===== src/rtl/monitor_3lxnpc.sv =====
// monitor_3lxnpc
// ---------------------------------------------------------------------------
// Gate-feedback monitor for one 3-level NPC / T-type (NPP) / ANPC leg.
// The six switch-state feedback lines are double-flop synchronized. The
// applied leg level is then decoded per topology and passed through a
// programmable glitch filter. Accepted level updates are counted, and
// persistent shoot-through patterns are latched as faults.
//
// Ports
//   clk_i         system clock
//   rst_ni        asynchronous active-low reset
//   ce_i          clock enable; every register (synchronizers included) holds when low
//   s_1_i..s_6_i  switch feedback, 1 = switch on, asynchronous to clk_i
//   npc_type_i    topology: 0 disabled, 1 NPC, 2 NPP (T-type), 3 ANPC
//   t_filt_i      level filter length in ce cycles
//   t_short_i     shoot-through persistence threshold in ce cycles
//   fault_clr_i   level-sensitive fault clear request
//   v_lev_o       filtered level: 00 zero, 01 positive, 10 negative, 11 indeterminate
//   trans_cnt_o   saturating count of v_lev updates (CNT_W bits, 16 by default)
//   fault_o       latched shoot-through fault
//   fault_code_o  sticky fault cause bits {S4&S6, S1&S5, leg short}
// ---------------------------------------------------------------------------
module monitor_3lxnpc #(
  parameter int unsigned CNT_W = 16
) (
  input  logic             clk_i,
  input  logic             rst_ni,
  input  logic             ce_i,
  input  logic             s_1_i,
  input  logic             s_2_i,
  input  logic             s_3_i,
  input  logic             s_4_i,
  input  logic             s_5_i,
  input  logic             s_6_i,
  input  logic [1:0]       npc_type_i,
  input  logic [7:0]       t_filt_i,
  input  logic [7:0]       t_short_i,
  input  logic             fault_clr_i,
  output logic [1:0]       v_lev_o,
  output logic [CNT_W-1:0] trans_cnt_o,
  output logic             fault_o,
  output logic [2:0]       fault_code_o
);

  typedef enum logic [1:0] {
    NOOUT = 2'd0,
    NPC   = 2'd1,
    NPP   = 2'd2,
    ANPC  = 2'd3
  } npc_type_e;

  localparam logic [1:0] LEV_Z = 2'b00;
  localparam logic [1:0] LEV_P = 2'b01;
  localparam logic [1:0] LEV_N = 2'b10;
  localparam logic [1:0] LEV_X = 2'b11;

  // State registers
  logic [5:0]       sync1_q, sync2_q;
  logic [1:0]       cand_q, cand_d;
  logic [7:0]       fcnt_q, fcnt_d;
  logic [1:0]       v_lev_q, v_lev_d;
  logic [CNT_W-1:0] trans_cnt_q, trans_cnt_d;
  logic [7:0]       scnt_q, scnt_d;
  logic             fault_q, fault_d;
  logic [2:0]       fault_code_q, fault_code_d;

  // Combinational decode
  npc_type_e  npc_type;
  logic [5:0] s_raw;
  logic [5:0] s_eff;
  logic [1:0] raw_lev;
  logic [2:0] sc;
  logic       s1, s2, s3, s4, s5, s6;

  assign s_raw    = {s_6_i, s_5_i, s_4_i, s_3_i, s_2_i, s_1_i};
  assign npc_type = npc_type_e'(npc_type_i);

  // Classic NPC has no outer clamp switches; their feedback is ignored.
  always_comb begin
    s_eff = sync2_q;
    if (npc_type == NPC) begin
      s_eff[5:4] = 2'b00;
    end
  end

  assign s1 = s_eff[0];
  assign s2 = s_eff[1];
  assign s3 = s_eff[2];
  assign s4 = s_eff[3];
  assign s5 = s_eff[4];
  assign s6 = s_eff[5];

  // Raw level and shoot-through decode. P, N and Z are mutually exclusive
  // in every topology, so the if-chain order is immaterial.
  always_comb begin
    raw_lev = LEV_X;
    sc      = 3'b000;
    unique case (npc_type)
      NPC, ANPC: begin
        if (s1 && s2 && !s3 && !s4) begin
          raw_lev = LEV_P;
        end else if (s3 && s4 && !s1 && !s2) begin
          raw_lev = LEV_N;
        end else if (!s1 && !s4 && (s2 || s3)) begin
          raw_lev = LEV_Z;
        end
        sc[0] = s1 & s2 & s3 & s4;
        if (npc_type == ANPC) begin
          sc[1] = s1 & s5;
          sc[2] = s4 & s6;
        end
      end
      NPP: begin
        if (s1 && !s4) begin
          raw_lev = LEV_P;
        end else if (s4 && !s1) begin
          raw_lev = LEV_N;
        end else if (!s1 && !s4 && (s2 || s3)) begin
          raw_lev = LEV_Z;
        end
        sc[0] = s1 & s4;
      end
      default: begin
        raw_lev = LEV_X;
        sc      = 3'b000;
      end
    endcase
  end

  // Level filter: a level must stay unchanged on the raw decode long enough
  // for fcnt to reach t_filt before it is copied to v_lev.
  always_comb begin
    cand_d      = cand_q;
    fcnt_d      = fcnt_q;
    v_lev_d     = v_lev_q;
    trans_cnt_d = trans_cnt_q;
    if (raw_lev != cand_q) begin
      cand_d = raw_lev;
      fcnt_d = 8'd0;
    end else if (fcnt_q < t_filt_i) begin
      fcnt_d = fcnt_q + 8'd1;
    end else if (v_lev_q != cand_q) begin
      v_lev_d = cand_q;
      if (trans_cnt_q != {CNT_W{1'b1}}) begin
        trans_cnt_d = trans_cnt_q + {{(CNT_W-1){1'b0}}, 1'b1};
      end
    end
  end

  // Shoot-through persistence and fault latch. The clear only acts when no
  // short is present, which also makes detection win over a same-edge clear.
  // The >= comparison keeps detection working if t_short is lowered below
  // the current count.
  always_comb begin
    scnt_d       = scnt_q;
    fault_d      = fault_q;
    fault_code_d = fault_code_q;
    if (sc == 3'b000) begin
      scnt_d = 8'd0;
      if (fault_clr_i) begin
        fault_d      = 1'b0;
        fault_code_d = 3'b000;
      end
    end else begin
      if (scnt_q < t_short_i) begin
        scnt_d = scnt_q + 8'd1;
      end else begin
        fault_d = 1'b1;
      end
      if (fault_q || (scnt_q >= t_short_i)) begin
        fault_code_d = fault_code_q | sc;
      end
    end
  end

  always_ff @(posedge clk_i or negedge rst_ni) begin
    if (!rst_ni) begin
      sync1_q      <= 6'd0;
      sync2_q      <= 6'd0;
      cand_q       <= LEV_X;
      fcnt_q       <= 8'd0;
      v_lev_q      <= LEV_X;
      trans_cnt_q  <= '0;
      scnt_q       <= 8'd0;
      fault_q      <= 1'b0;
      fault_code_q <= 3'b000;
    end else if (ce_i) begin
      sync1_q      <= s_raw;
      sync2_q      <= sync1_q;
      cand_q       <= cand_d;
      fcnt_q       <= fcnt_d;
      v_lev_q      <= v_lev_d;
      trans_cnt_q  <= trans_cnt_d;
      scnt_q       <= scnt_d;
      fault_q      <= fault_d;
      fault_code_q <= fault_code_d;
    end
  end

  assign v_lev_o      = v_lev_q;
  assign trans_cnt_o  = trans_cnt_q;
  assign fault_o      = fault_q;
  assign fault_code_o = fault_code_q;

endmodule

===== config.mk =====
export PLATFORM = sky130hd
export DESIGN_NAME = monitor_3lxnpc
export DESIGN_NICKNAME = d
export VERILOG_FILES = /design/src/rtl/monitor_3lxnpc.sv
export SDC_FILE = /design/constraint.sdc
export NUM_CORES = 1
export LEC_CHECK = 0
export ABC_AREA = 1
export CAP_MARGIN = 0
export CORE_ASPECT_RATIO = 1.1
export CORE_MARGIN = 1.5
export CORE_UTILIZATION = 35
export DETAILED_ROUTE_END_ITERATION = 10
export PLACE_DENSITY = 0.65
export SLEW_MARGIN = 25
export SYNTH_ARGS = -nofsm -noshare
export SYNTH_HDL_FRONTEND = slang
export SYNTH_SLANG_ARGS = --single-unit
export TNS_END_PERCENT = 100

===== constraint.sdc =====
create_clock -name clk_i -period 3.3 [get_ports clk_i]
set_clock_uncertainty 0.15 [all_clocks]
set_input_delay 0.99 -clock clk_i [delete_from_list [all_inputs] [get_ports clk_i]]
set_output_delay 0.99 -clock clk_i [all_outputs]
set_load 0.005 [all_outputs]

* After elaboration in Yosys (flattened, before gate mapping)
Index checks and enable logic that the tools add are counted. W data, S select, Z words.
Cells by class: magnitude comparators 3, equal/unequal tests 8, multiplexer cells 20, $add $sub $neg 3, reductions and logical operators 28, bitwise operators 9
Operators with widths (number):
- $mux W8 | 4
- $add A16 B1 Y16 const B | 1
- $add A8 B1 Y8 const B | 2
- $lt A8 B8 Y1 | 2
- $mux W2 | 8
- $ne A16 B16 Y1 const B | 1
- $logic_and A1 B1 Y1 | 10
- $mux W3 | 3
- $ge A8 B8 Y1 | 1
- $and A1 B1 Y1 | 6
- $reduce_and A2 Y1 | 3
- $reduce_and A3 Y1 | 2
- $reduce_bool A2 Y1 | 3
- $reduce_and A5 Y1 | 1
- $eq A2 B2 Y1 const B | 2
- $logic_not A1 Y1 | 4
- $ne A2 B2 Y1 | 2
- $ne A2 B2 Y1 const B | 2
- $pmux W2 S2 | 1
- $reduce_and A4 Y1 | 1
- $logic_not A3 Y1 | 1
- $mux W1 | 3
- $or A3 B3 Y3 | 1
- $eq A2 B1 Y1 const B | 1
- other kinds (4) | 6
Word-level totals: flip-flop bits (word level) 52, output and inout port bits 22, word-level logic and storage cells 80, input bits 28

* Depth between registers and ports, before layout
Gate-level depths: netlist of run 1.
word-level depth 10, mapped depth 13, mapped depth without buffers 13

* Worst setup path before layout of run 1
Ideal clock, no wire load.
path type in2reg, start point in t_filt_i[5], end point reg trans_cnt_q[0] (netlist: trans_cnt_o[0]), setup time 117 ps, path slack 751 ps, path buffers 1, required time 3033 ps, data arrival time 2281 ps, cell stages on the path 11, cells stage by stage inv_1 ha_1 a21oi_1 nor2_1 nor2_1 nand2_1 a21oi_4 nor2_4 buf_6 nand4_1 nand2_1
Between the ends: longest elaborated chain between the ends 3
RTL lines:
- start, declared | line 36 | input logic [7:0] t_filt_i,
- $lt A8 B8 Y1 | line 140 | end else if (fcnt_q < t_filt_i) begin
- $not A1 Y1 (no source line)
- $reduce_and A5 Y1 (no source line)
- end signal, assigned | line 193 | trans_cnt_q <= trans_cnt_d;
- end, declared | line 62 | logic [CNT_W-1:0] trans_cnt_q, trans_cnt_d;
Every way passes these cells. A chain may end at the register's enable or synchronous reset.

* Worst setup path in the final report of run 1
start point in t_filt_i[7], end point reg v_lev_q[0] (netlist: v_lev_o[0])
Between the ends: longest elaborated chain between the ends 3
RTL lines:
- $lt A8 B8 Y1 | line 140
- $not A1 Y1 (no source line)
- $reduce_and A4 Y1 (no source line)
- end signal, assigned | line 192 | v_lev_q <= v_lev_d;
- end, declared | line 61 | logic [1:0] v_lev_q, v_lev_d;
Every way passes these cells.

==> results of run 1 <==
[where the power goes]
group          switching, mW  total [mW]  internal, mW
sequential            0.0293       0.698         0.669
combinational          0.136       0.231        0.0946
clock                  0.209       0.381         0.172
total                  0.375        1.31         0.935
[per-layer routing]
layer	track usage [%]	vias to the layer above
met5	0	-
li1	-	1507
met3	2.53	6
met1	20.3	1317
met4	4.24	0
met2	24.3	42
[cells in the mapped netlist (4+ instances only)]
| cell | instances | area [sq um] |
|---|---|---|
| nand2_1 | 146 | 548 |
| dfrtp_1 | 48 | 1200 |
| inv_1 | 37 | 139 |
| nand4_1 | 29 | 181 |
| nand3_1 | 26 | 130 |
| nor2_1 | 24 | 90.1 |
| ha_1 | 18 | 225 |
| o21ai_0 | 17 | 85.1 |
| xor2_1 | 16 | 140 |
| xnor2_1 | 11 | 96.3 |
| nand2_2 | 8 | 50.1 |
| a21oi_1 | 6 | 30.0 |
| dfstp_2 | 4 | 105 |
| nor3_1 | 4 | 20.0 |
| or2_0 | 4 | 25.0 |
[flip-flops by register name, indices dropped and copies added (netlist names)]
name / flops
sync2_q: 6
scnt_q: 8
trans_cnt_o: 16
v_lev_o: 2
fault_code_o: 3
fcnt_q: 8
cand_q: 2
fault_o: 1
sync1_q: 6
[final cells by class]
class	count	area share [%]
sequential	52	32.2
timing repair buffer	54	12.9
inverter	41	3.80
clock buffer	8	2.22
tap	117	3.61
multi-input combinational	329	45.2
[cells in the final DEF (no fill, tap or decap), drive strengths merged]
master and n:
nand4 31, nand2 155, dfstp 4, xor2 16
clkbuf 8, nand3 27, a21oi 9, clkdlybuf4s50 48
nor2 28, o21ai 21, dfrtp 48, ha 18
nor3 5, buf 6, inv 40, o211ai 1
a21boi 1, clkinv 1, or2 6, xnor2 11
[worst max-delay path, cell delays in order]
cell             delay, ns
clkdlybuf4s50_1       0.45
inv_1                 0.04
ha_1                  0.28
nand2_1               0.07
nor2_1                0.23
a21oi_4               0.13
nor2_4                0.39
nand2_1               0.13
nand2_1               0.08
nand2_1               0.05
[per-stage QoR]
stage,power (mW),area [sq um]
floorplan,0.858,3360
global placement,0.939,3960
detailed placement,0.945,3960
CTS,1.33,4050
global route,1.39,4050
finish,1.31,4050
[logic make-up after synthesis]
| family | count (synthesis) | share of synthesized area (%) |
|---|---|---|
| AOI/OAI and AO/OA | 32 | 5.58 |
| xor gates and xnor gates | 27 | 7.03 |
| adders and majority gates | 18 | 6.70 |
| buffers and inverters | 52 | 6.59 |
| DFF | 52 | 38.9 |
| and+or+nand+nor | 252 | 35.2 |
[worst max-delay path by stage]
stage / from / endpoint / slack, ns / cells after the start
after floorplan: t_filt_i[5] / trans_cnt_o[0] / 0.75 / 11
after global placement: t_filt_i[7] / v_lev_o[1] / 0.29 / 10
after detailed placement: t_filt_i[7] / v_lev_o[0] / 0.24 / 10
after CTS: t_filt_i[7] / v_lev_o[0] / 0.57 / 10
after global routing: t_filt_i[3] / v_lev_o[1] / 0.37 / 12
final: t_filt_i[7] / v_lev_o[0] / 0.55 / 10
==> results.md, run 1 <==
* Met2 WL post-DR at roughly 3300 microns
* Final worst-path cycle share at a little over four fifths
* Cells after Synth at 433
* Vias in the first global route at 2759
* Layout Cells excl Fill at 601
* Post-synthesis async set-or-reset flop share at 100%
* Clock Latency Late Sink at 0.30 ns
* WL/cell at 11.6 microns
* TritonCTS Buffers at 5
* Setup crit end kind: flip-flop
* # DRC at 0
* WL final at 6970 microns
* Nets at 529
* Initial antenna violation count at 0
* Clock sink count at 52
* Worst path required time at about 3.4 ns
* Die Width at 96.4 microns
* # Max-Cap Violations at 0
* Clock Tree Buf Depth at 2
* First-pass GRT wire length at 12200 microns
* Row count at 37
* DR top layer: met4
* Layout fillers at 937
* Main flop type after synthesis: dfrtp_1
* Largest net degree at the start of global routing at 34
* Startpoint types: input pin
* Worst hold slack at 0.328 ns
* Slew headroom at 68.1%
* Storage cell area at between 1000 and 1500 sq um
* # diodes at 0
* Final HPWL DP at 5140 microns
* I/O pins at 50
* Final Util at 43.4%
* Status: complete, no violations
* Kind of critical path: in2reg
* Placed cells at 593
* Worst Hold Depth at 2
* Hold Path Class: reg2reg
* Netlist cell types at 36
* Syn Nets at approximately 480
* Core footprint at 9350 sq um
* Vias at 2872
* Hold Startpoint: sync1_q[3]
* Setup TNS at 0 ns
* Worst flop-to-flop path startpoint: trans_cnt_o[0]
* Reg2Reg Depth at 9
* Register bit count reported by yosys at 52
* Mean post-synth cell area at approximately 7.8 sq um
* All-Layer GR Usage at 15.0%
* Area occupied by multi-input gates at 1830 sq um
* Clock-pin transition on the worst setup and hold timing paths at 0.09 ns
* Cell area after synthesis at 3360 sq um
* Die height at approximately 110 microns
* Hold Vio Cnt, Final at 0
* Fmax at 0.363 GHz
* Wire length on met3 at 213 microns
* Share of cells above drive strength 1 at 8.47%
* Fin crit period at 2.75 ns
* CP Max Fanout at 19
* FF-to-FF End: trans_cnt_o[1]
* WHS Endpoint: sync1_q[3]
* Pleak at between 2 and 2.5 nW
* Ys Warns at 0
* Maximum vdd drop at 0.205 mV
* Post-CTS Resized at 0
* Met1 Wirelength at roughly 3400 microns
* Sequential area share after synthesis at 38.9%
* Initial Utilization at 36.0%
* CTS root buf: clkbuf_8
* Area growth, synth to finish at 20.6%
* Setup slack at placement at 0.242 ns
* Antenna-violating nets left at 0
* Fin. max-slew vios at 0
* CTS tree: built
* Pwr per Cell Area at 323 nW/um^2
* Reg2reg setup slack at 1.15 ns
* RSZ-0062 raised after global routing: false
* Slew @ Worst Pin at 0.478 ns
* Die ar. at 10200 sq um
* Drt pass-1 iters at 4
* IO Port Bufs at 49
* Via density at roughly 4.8
* Setup violators final at 0
* Routability cong. at 0.814
* Count of flip-flops with a built-in enable after synthesis at 0
* Starting DRC count in detailed routing at between 100 and 150
* Post-CTS Setup Inserts at 0
* Critical Path AT at 2.85 ns
* H-tree depth at 2
* Final WS setup at 0.546 ns
* CTS Hold Buffers Added at 0
* Final global-route overflow total at 0
Note: power is estimated with default switching activity, not from simulation.
==> run 2, diff against run 1 <==
--- a/config.mk
+++ b/config.mk
@@ -11,7 +11,7 @@
 export CORE_MARGIN = 1.5
 export CORE_UTILIZATION = 35
 export DETAILED_ROUTE_END_ITERATION = 10
-export PLACE_DENSITY = 0.65
+export PLACE_DENSITY = 0.67
 export SLEW_MARGIN = 25
 export SYNTH_ARGS = -nofsm -noshare
 export SYNTH_HDL_FRONTEND = slang
==> constraint.sdc (replaced) <==
create_clock -name clk_i -period 2.4 [get_ports clk_i]
set_clock_uncertainty 0.15 [all_clocks]
set_input_delay 0.72 -clock clk_i [delete_from_list [all_inputs] [get_ports clk_i]]
set_output_delay 0.72 -clock clk_i [all_outputs]
set_load 0.005 [all_outputs]
==> results.md, run 2 (same netlist as run 1, synthesis figures left out) <==
* # diodes at 0 (unchanged)
* All-Layer GR Usage at 15.2% (+0.19 points)
* # Max-Cap Violations at 0 (unchanged)
* IO Port Bufs at 49 (unchanged)
* TritonCTS Buffers at 5 (unchanged)
* Worst Setup SP: t_short_i[1]
* Antenna-violating nets left at 0 (unchanged)
* Setup violators final at 0 (unchanged)
* Clock-pin transition on the worst setup and hold timing paths at 0.10 ns (about the same)
* Commonest non-fill, non-tap cell in the layout: nand2_1
* Die ar. at 10200 sq um (unchanged)
* Kind of critical path: in2reg
* Clock Latency Late Sink at 0.31 ns (about the same)
* Layout fillers at 906 (-3.3%)
* Placed cells at 602 (+1.5%)
* Status: complete, no violations
* Core footprint at 9350 sq um (unchanged)
* Worst path required time at 2.44 ns (-0.95 ns)
* Pleak at 2.15 nW (+6.1%)
* Area growth, synth to finish at 30.1%
* Final global-route overflow total at 0 (unchanged)
* Int Pwr at 1.31 mW (+40%)
* Die height at 106 microns (unchanged)
* WL/cell at 12.5 microns (+8.0%)
* Hold Vio Cnt, Final at 0 (unchanged)
* Reg2reg setup slack at 0.29 ns (-0.86 ns)
* Commonest non-fill, non-tap cells in the layout: 136 x nand2_1, 48 x dfrtp_1, 42 x clkdlybuf4s50_1
* Slew @ Worst Pin at 0.401 ns (-0.0767 ns)
* Fin. max-slew vios at 0 (unchanged)
* # DRC at 0 (unchanged)
* CTS root buf: clkbuf_8
* Pwr per Cell Area at 426 nW/um^2 (+32%)
* Hold Path Class: in2async
* RSZ-0062 raised after global routing: true
* Sw power at 0.557 mW (+49%)
* Largest net degree at the start of global routing at 38 (+12%)
* Nets at 541 (+2.3%)
* Maximum vdd drop at 0.236 mV (+15%)
* Worst hold slack at 0.171 ns (-0.157 ns)
* FF-to-FF End: trans_cnt_o[11]
* Startpoint types: input pin
* Layout Cells excl Fill at 613 (+2.0%)
* Vias in the first global route at 2831 (+2.6%)
* I/O pins at 50 (unchanged)
* Final HPWL DP at 5350 microns (+4.2%)
* Reg2Reg Depth at 9 (unchanged)
* Slowest CP cell: clkdlybuf4s50_1
* Post-Place Cell Area at 4060 sq um (+2.3%)
* Clock Tree Buf Depth at 2 (unchanged)
* Comb pwr share at 19.5% (+1.9 points)
* Worst path buffer plus inverter count at 2 (unchanged)
* Row count at 37 (unchanged)
* Via density at 4.90 (+2.6%)
* CTS Hold Buffers Added at 0 (unchanged)
* Vias at 3005 (+4.6%)
* Sequential power share at 51.6% (-1.7 points)
* Storage cell area at 1310 sq um (unchanged)
* Share of cells above drive strength 1 at 17.1% (+8.7 points)
* CP Max Fanout at 8 (-11)
* Slew headroom at 73.3% (+5.1 points)
* Slowest Stage Delay on Critical Path at 0.47 ns (+0.02 ns)
* Die Width at 96.4 microns (unchanged)
* H-tree depth at 2 (unchanged)
* Net Sw Frac at 29.9% (+1.3 points)
* Setup crit end kind: flip-flop
* Setup slack at placement at -0.338 ns (-0.580 ns)
* Clock Power Share at 28.9% (-0.2 points)
* CTS tree: built
* Largest register FFs at 16 (unchanged)
* Fin area at 4380 sq um (+7.9%)
* First-pass GRT wire length at 12400 microns (+1.9%)
* Area occupied by multi-input gates at 2040 sq um (+11%)
* Final WS setup at 0.0724 ns (-0.474 ns)
* Starting DRC count in detailed routing at 73 (-39%)
* CP delay by family, top: buffers and inverters
* WL final at 7670 microns (+10%)
* Critical Path AT at 2.37 ns (-0.48 ns)
* Final worst-path cycle share at between 90% and 100%
* Fmax at 0.430 GHz
* Most used cell, CP: nand2_2
* Fin crit period at between 2 and 2.5 ns
* Final Util at 46.8% (+3.4 points)
* Initial antenna violation count at 0 (unchanged)
* Worst flop-to-flop path startpoint: trans_cnt_o[1]
* Initial Utilization at 36.0% (unchanged)
* Clock sink count at 52 (unchanged)
* Crit-path cells: clkdlybuf4s50_1 -> inv_2 -> ha_4 -> a21oi_2 -> o21ai_1 -> nand2_1 -> o211ai_1 -> nand2_2 -> nand2_4 -> nand2_2 -> o21ai_0
* Routability cong. at 0.832 (+2.3%)
* Drt pass-1 iters at 4 (unchanged)
## run 2: worst max-delay path by stage
stage / to / slack [ns] / cells past startpoint
floorplan: trans_cnt_o[0] / 0.12 / 11
global placement: trans_cnt_o[7] / -0.31 / 12
detailed placement: trans_cnt_o[15] / -0.34 / 12
CTS: scnt_q[3] / 0.01 / 11
global route: scnt_q[3] / -0.04 / 11
finish: scnt_q[1] / 0.07 / 11
## run 2: routing by layer
metal / vias to the layer above / track usage (%) / routed length [microns]
met5: - / 0 / 0
met4: 0 / 3.42 / 67
met3: 6 / 2.74 / 260
met2: 40 / 25.8 / 3780
met1: 1422 / 19.7 / 3560
li1: 1537 / - / -
## run 2: final cells by class
class	instances	area share, %
Clock buffer	7	1.97
Clock inverter	1	0.172
Inverter	41	3.52
Multi-Input combinational cell	331	46.6
Sequential cell	52	29.9
Tap cell	117	3.35
Timing Repair Buffer	64	14.6
## run 2: power groups by stage
stage | sequential, mW | combinational [mW] | clock [mW]
finish | 0.961 | 0.364 | 0.538
global route | 0.969 | 0.413 | 0.587
CTS | 0.962 | 0.343 | 0.556
detailed placement | 0.979 | 0.341 | 0
global placement | 0.976 | 0.331 | 0
floorplan | 0.969 | 0.211 | 0
## run 2: repair_timing
item                       4_1_cts  5_1_grt
cloned                           0        2
buffers inserted                 1        2
resized for setup                0       44
setup endpoints to repair       10       38
pin swaps                        5       16
## run 2: stage by stage
step	power [mW]	TNS [ns]
floorplan	1.18	0
global placement	1.31	-10.21
detailed placement	1.32	-11.58
CTS	1.86	0
global route	1.97	-0.222
finish	1.86	0
==> run 3, diff against run 2 <==
--- a/config.mk
+++ b/config.mk
@@ -8,7 +8,7 @@
 export ABC_AREA = 1
 export CAP_MARGIN = 0
 export CORE_ASPECT_RATIO = 1.1
-export CORE_MARGIN = 1.5
+export CORE_MARGIN = 2
 export CORE_UTILIZATION = 35
 export DETAILED_ROUTE_END_ITERATION = 10
 export PLACE_DENSITY = 0.67
==> results.md, run 3 (same netlist as run 1, synthesis figures left out) <==
* Commonest non-fill, non-tap cell in the layout: nand2_1
* Post-Place Cell Area at 4060 sq um (unchanged)
* Crit-path cells: clkdlybuf4s50_1 -> inv_1 -> ha_1 -> a21oi_1 -> nand2_2 -> a21oi_4 -> nor2_4 -> buf_12 -> nand4_1 -> nand2_1
* Worst path required time at 2.46 ns (+0.02 ns)
* All-Layer GR Usage at 14.5% (-0.61 points)
* Routability cong. at 0.837 (+0.59%)
* Die Width at 97.4 microns (+1.0%)
* Layout fillers at 911 (+0.55%)
* Row count at 37 (unchanged)
* Maximum vdd drop at 0.228 mV (-3.5%)
* Area occupied by multi-input gates at 2030 sq um (-0.18%)
* Fin crit period at 2.31 ns (-0.0204 ns)
* Die height at 107 microns (+0.95%)
* Final worst-path cycle share at 96.1% (-0.85 points)
* Slowest CP cell: clkdlybuf4s50_1
* Nets at 541 (unchanged)
* Setup violators final at 0 (unchanged)
* # Max-Cap Violations at 0 (unchanged)
* WL/cell at 12.6 microns (+0.63%)
* Vias at 3029 (+0.80%)
* Largest net degree at the start of global routing at 37 (-2.6%)
* CTS Hold Buffers Added at 0 (unchanged)
* Die ar. at 10400 sq um (+2.0%)
* Fin. max-slew vios at 0 (unchanged)
* Commonest non-fill, non-tap cells in the layout: 138 x nand2_1, 48 x dfrtp_1, 44 x clkdlybuf4s50_1
* Clock Latency Late Sink at 0.31 ns (about the same)
* Initial antenna violation count at 0 (unchanged)
* Startpoint types: input pin
* TritonCTS Buffers at 5 (unchanged)
* Share of cells above drive strength 1 at 16.1% (-1.0 points)
* CTS tree: built
* Setup crit end kind: flip-flop
* Pwr per Cell Area at 440 nW/um^2 (+3.4%)
* Hold Vio Cnt, Final at 0 (unchanged)
* Total Power at 1.93 mW (+3.7%)
* Hold Path Class: in2async
* Largest register FFs at 16 (unchanged)
* Fin area at 4390 sq um (+0.29%)
* Critical Path AT at 2.37 ns (about the same)
* CTS root buf: clkbuf_8
* # DRC at 0 (unchanged)
* Area growth, synth to finish at 30.5%
* Vias in the first global route at 2803 (-0.99%)
* Fmax at 0.433 GHz (+0.88%)
* Slowest Stage Delay on Critical Path at 0.46 ns (about the same)
* Status: complete, no violations
* RSZ-0062 raised after global routing: true
* CP Max Fanout at 19 (+11)
* Placed cells at 602 (unchanged)
* Storage cell area at 1310 sq um (unchanged)
* Final global-route overflow total at 0 (unchanged)
* Clock Tree Buf Depth at 2 (unchanged)
* Core footprint at 9350 sq um (unchanged)
* Layout Cells excl Fill at 613 (unchanged)
* IO Port Bufs at 49 (unchanged)
* Clock sink count at 52 (unchanged)
* First-pass GRT wire length at 12700 microns (+2.4%)
* Via density at 4.94 (+0.80%)
* H-tree depth at 2 (unchanged)
* I/O pins at 50 (unchanged)
* Clock-pin transition on the worst setup and hold timing paths at 0.10 ns (about the same)
* Slew headroom at 72.5% (-0.72 points)
* Initial Utilization at 36.0% (unchanged)
* Final HPWL DP at 5430 microns (+1.5%)
* Slew @ Worst Pin at 0.412 ns (+0.0108 ns)
* # diodes at 0 (unchanged)
* Drt pass-1 iters at 4 (unchanged)
* WL final at 7720 microns (+0.63%)
* Starting DRC count in detailed routing at 74 (+1.4%)
* Antenna-violating nets left at 0 (unchanged)
* Pleak at 2.16 nW (+0.21%)
* Kind of critical path: in2reg
run 3: changes by cell type in the layout (fill, tap and decap cells not counted), sizes merged:
cell           delta
clkinv            +1
dlymetal6s2s      -2
clkdlybuf4s50     +2
bufinv            +1
clkbuf            -2
run 3: final cells by class:
type                    count  area share [%]
inverters                  41            3.51
repair buffers             64            14.5
well taps                 117            3.34
multi-input cells         331            46.3
flip-flops and latches     52            29.8
clock buffers               5            1.57
clock inverters             3           0.969
run 3: power breakdown:
part | internal (mW) | leakage [nW] | total, mW | switching [mW]
Combinational | 0.151 | 1.41 | 0.363 | 0.212
Clock | 0.309 | 0.0541 | 0.608 | 0.299
Sequential | 0.920 | 0.691 | 0.961 | 0.0409
run 3: what timing repair did:
| action | 4_1_cts | 5_1_grt |
|---|---|---|
| gates resized for setup | 1 | 41 |
| setup buffers | 0 | 12 |
| setup endpoints to repair | 9 | 37 |
| pin swaps | 4 | 16 |
| cloned | 0 | 2 |
run 3: layer usage:
| metal | routed length [microns] | vias up | track usage (%) | share of wire (%) |
|---|---|---|---|---|
| li1 | - | 1534 | - | - |
| met4 | 69 | 0 | 4.17 | 0.89 |
| met2 | 3730 | 53 | 24.7 | 48 |
| met1 | 3650 | 1437 | 19.2 | 47 |
| met5 | 0 | - | 0 | 0 |
| met3 | 266 | 5 | 2.48 | 3.4 |
run 3: path summary, 6_finish.rpt:
kind                                 from              end  slack [ns]  depth (start not counted)
setup / recovery              t_filt_i[3]  trans_cnt_o[11]        0.09                         10
hold / removal                     rst_ni  trans_cnt_o[11]        0.17                          1
setup reg to reg           trans_cnt_o[0]   trans_cnt_o[2]        0.26                          9
hold reg to reg                sync1_q[1]       sync1_q[1]        0.33                          2
max in group asynchronous          rst_ni        cand_q[0]        1.33                          2
min in group clk_i             sync1_q[1]       sync1_q[1]        0.33                          2
run 3: critical path, delay by kind of cell:
kind,cells,cell delay [ns]
buffers and inverters,3,0.65
AO/OA/AOI/OAI,2,0.38
AND/OR/NAND/NOR,4,0.31
adder cells (fa/ha/maj),1,0.30
run 3: per-stage QoR:
| step | util [%] | setup TNS [ns] | setup WS [ns] | hold slack (ns) |
|---|---|---|---|---|
| after floorplan | - | 0 | 0.121 | 0.274 |
| after global placement | 43.4 | -10.19 | -0.305 | 0.304 |
| after detailed placement | 43.4 | -11.61 | -0.357 | 0.309 |
| after CTS | 44.6 | 0 | 0.00204 | 0.177 |
| after global routing | 46.9 | -0.0652 | -0.0226 | 0.192 |
| final | 46.9 | 0 | 0.0927 | 0.172 |
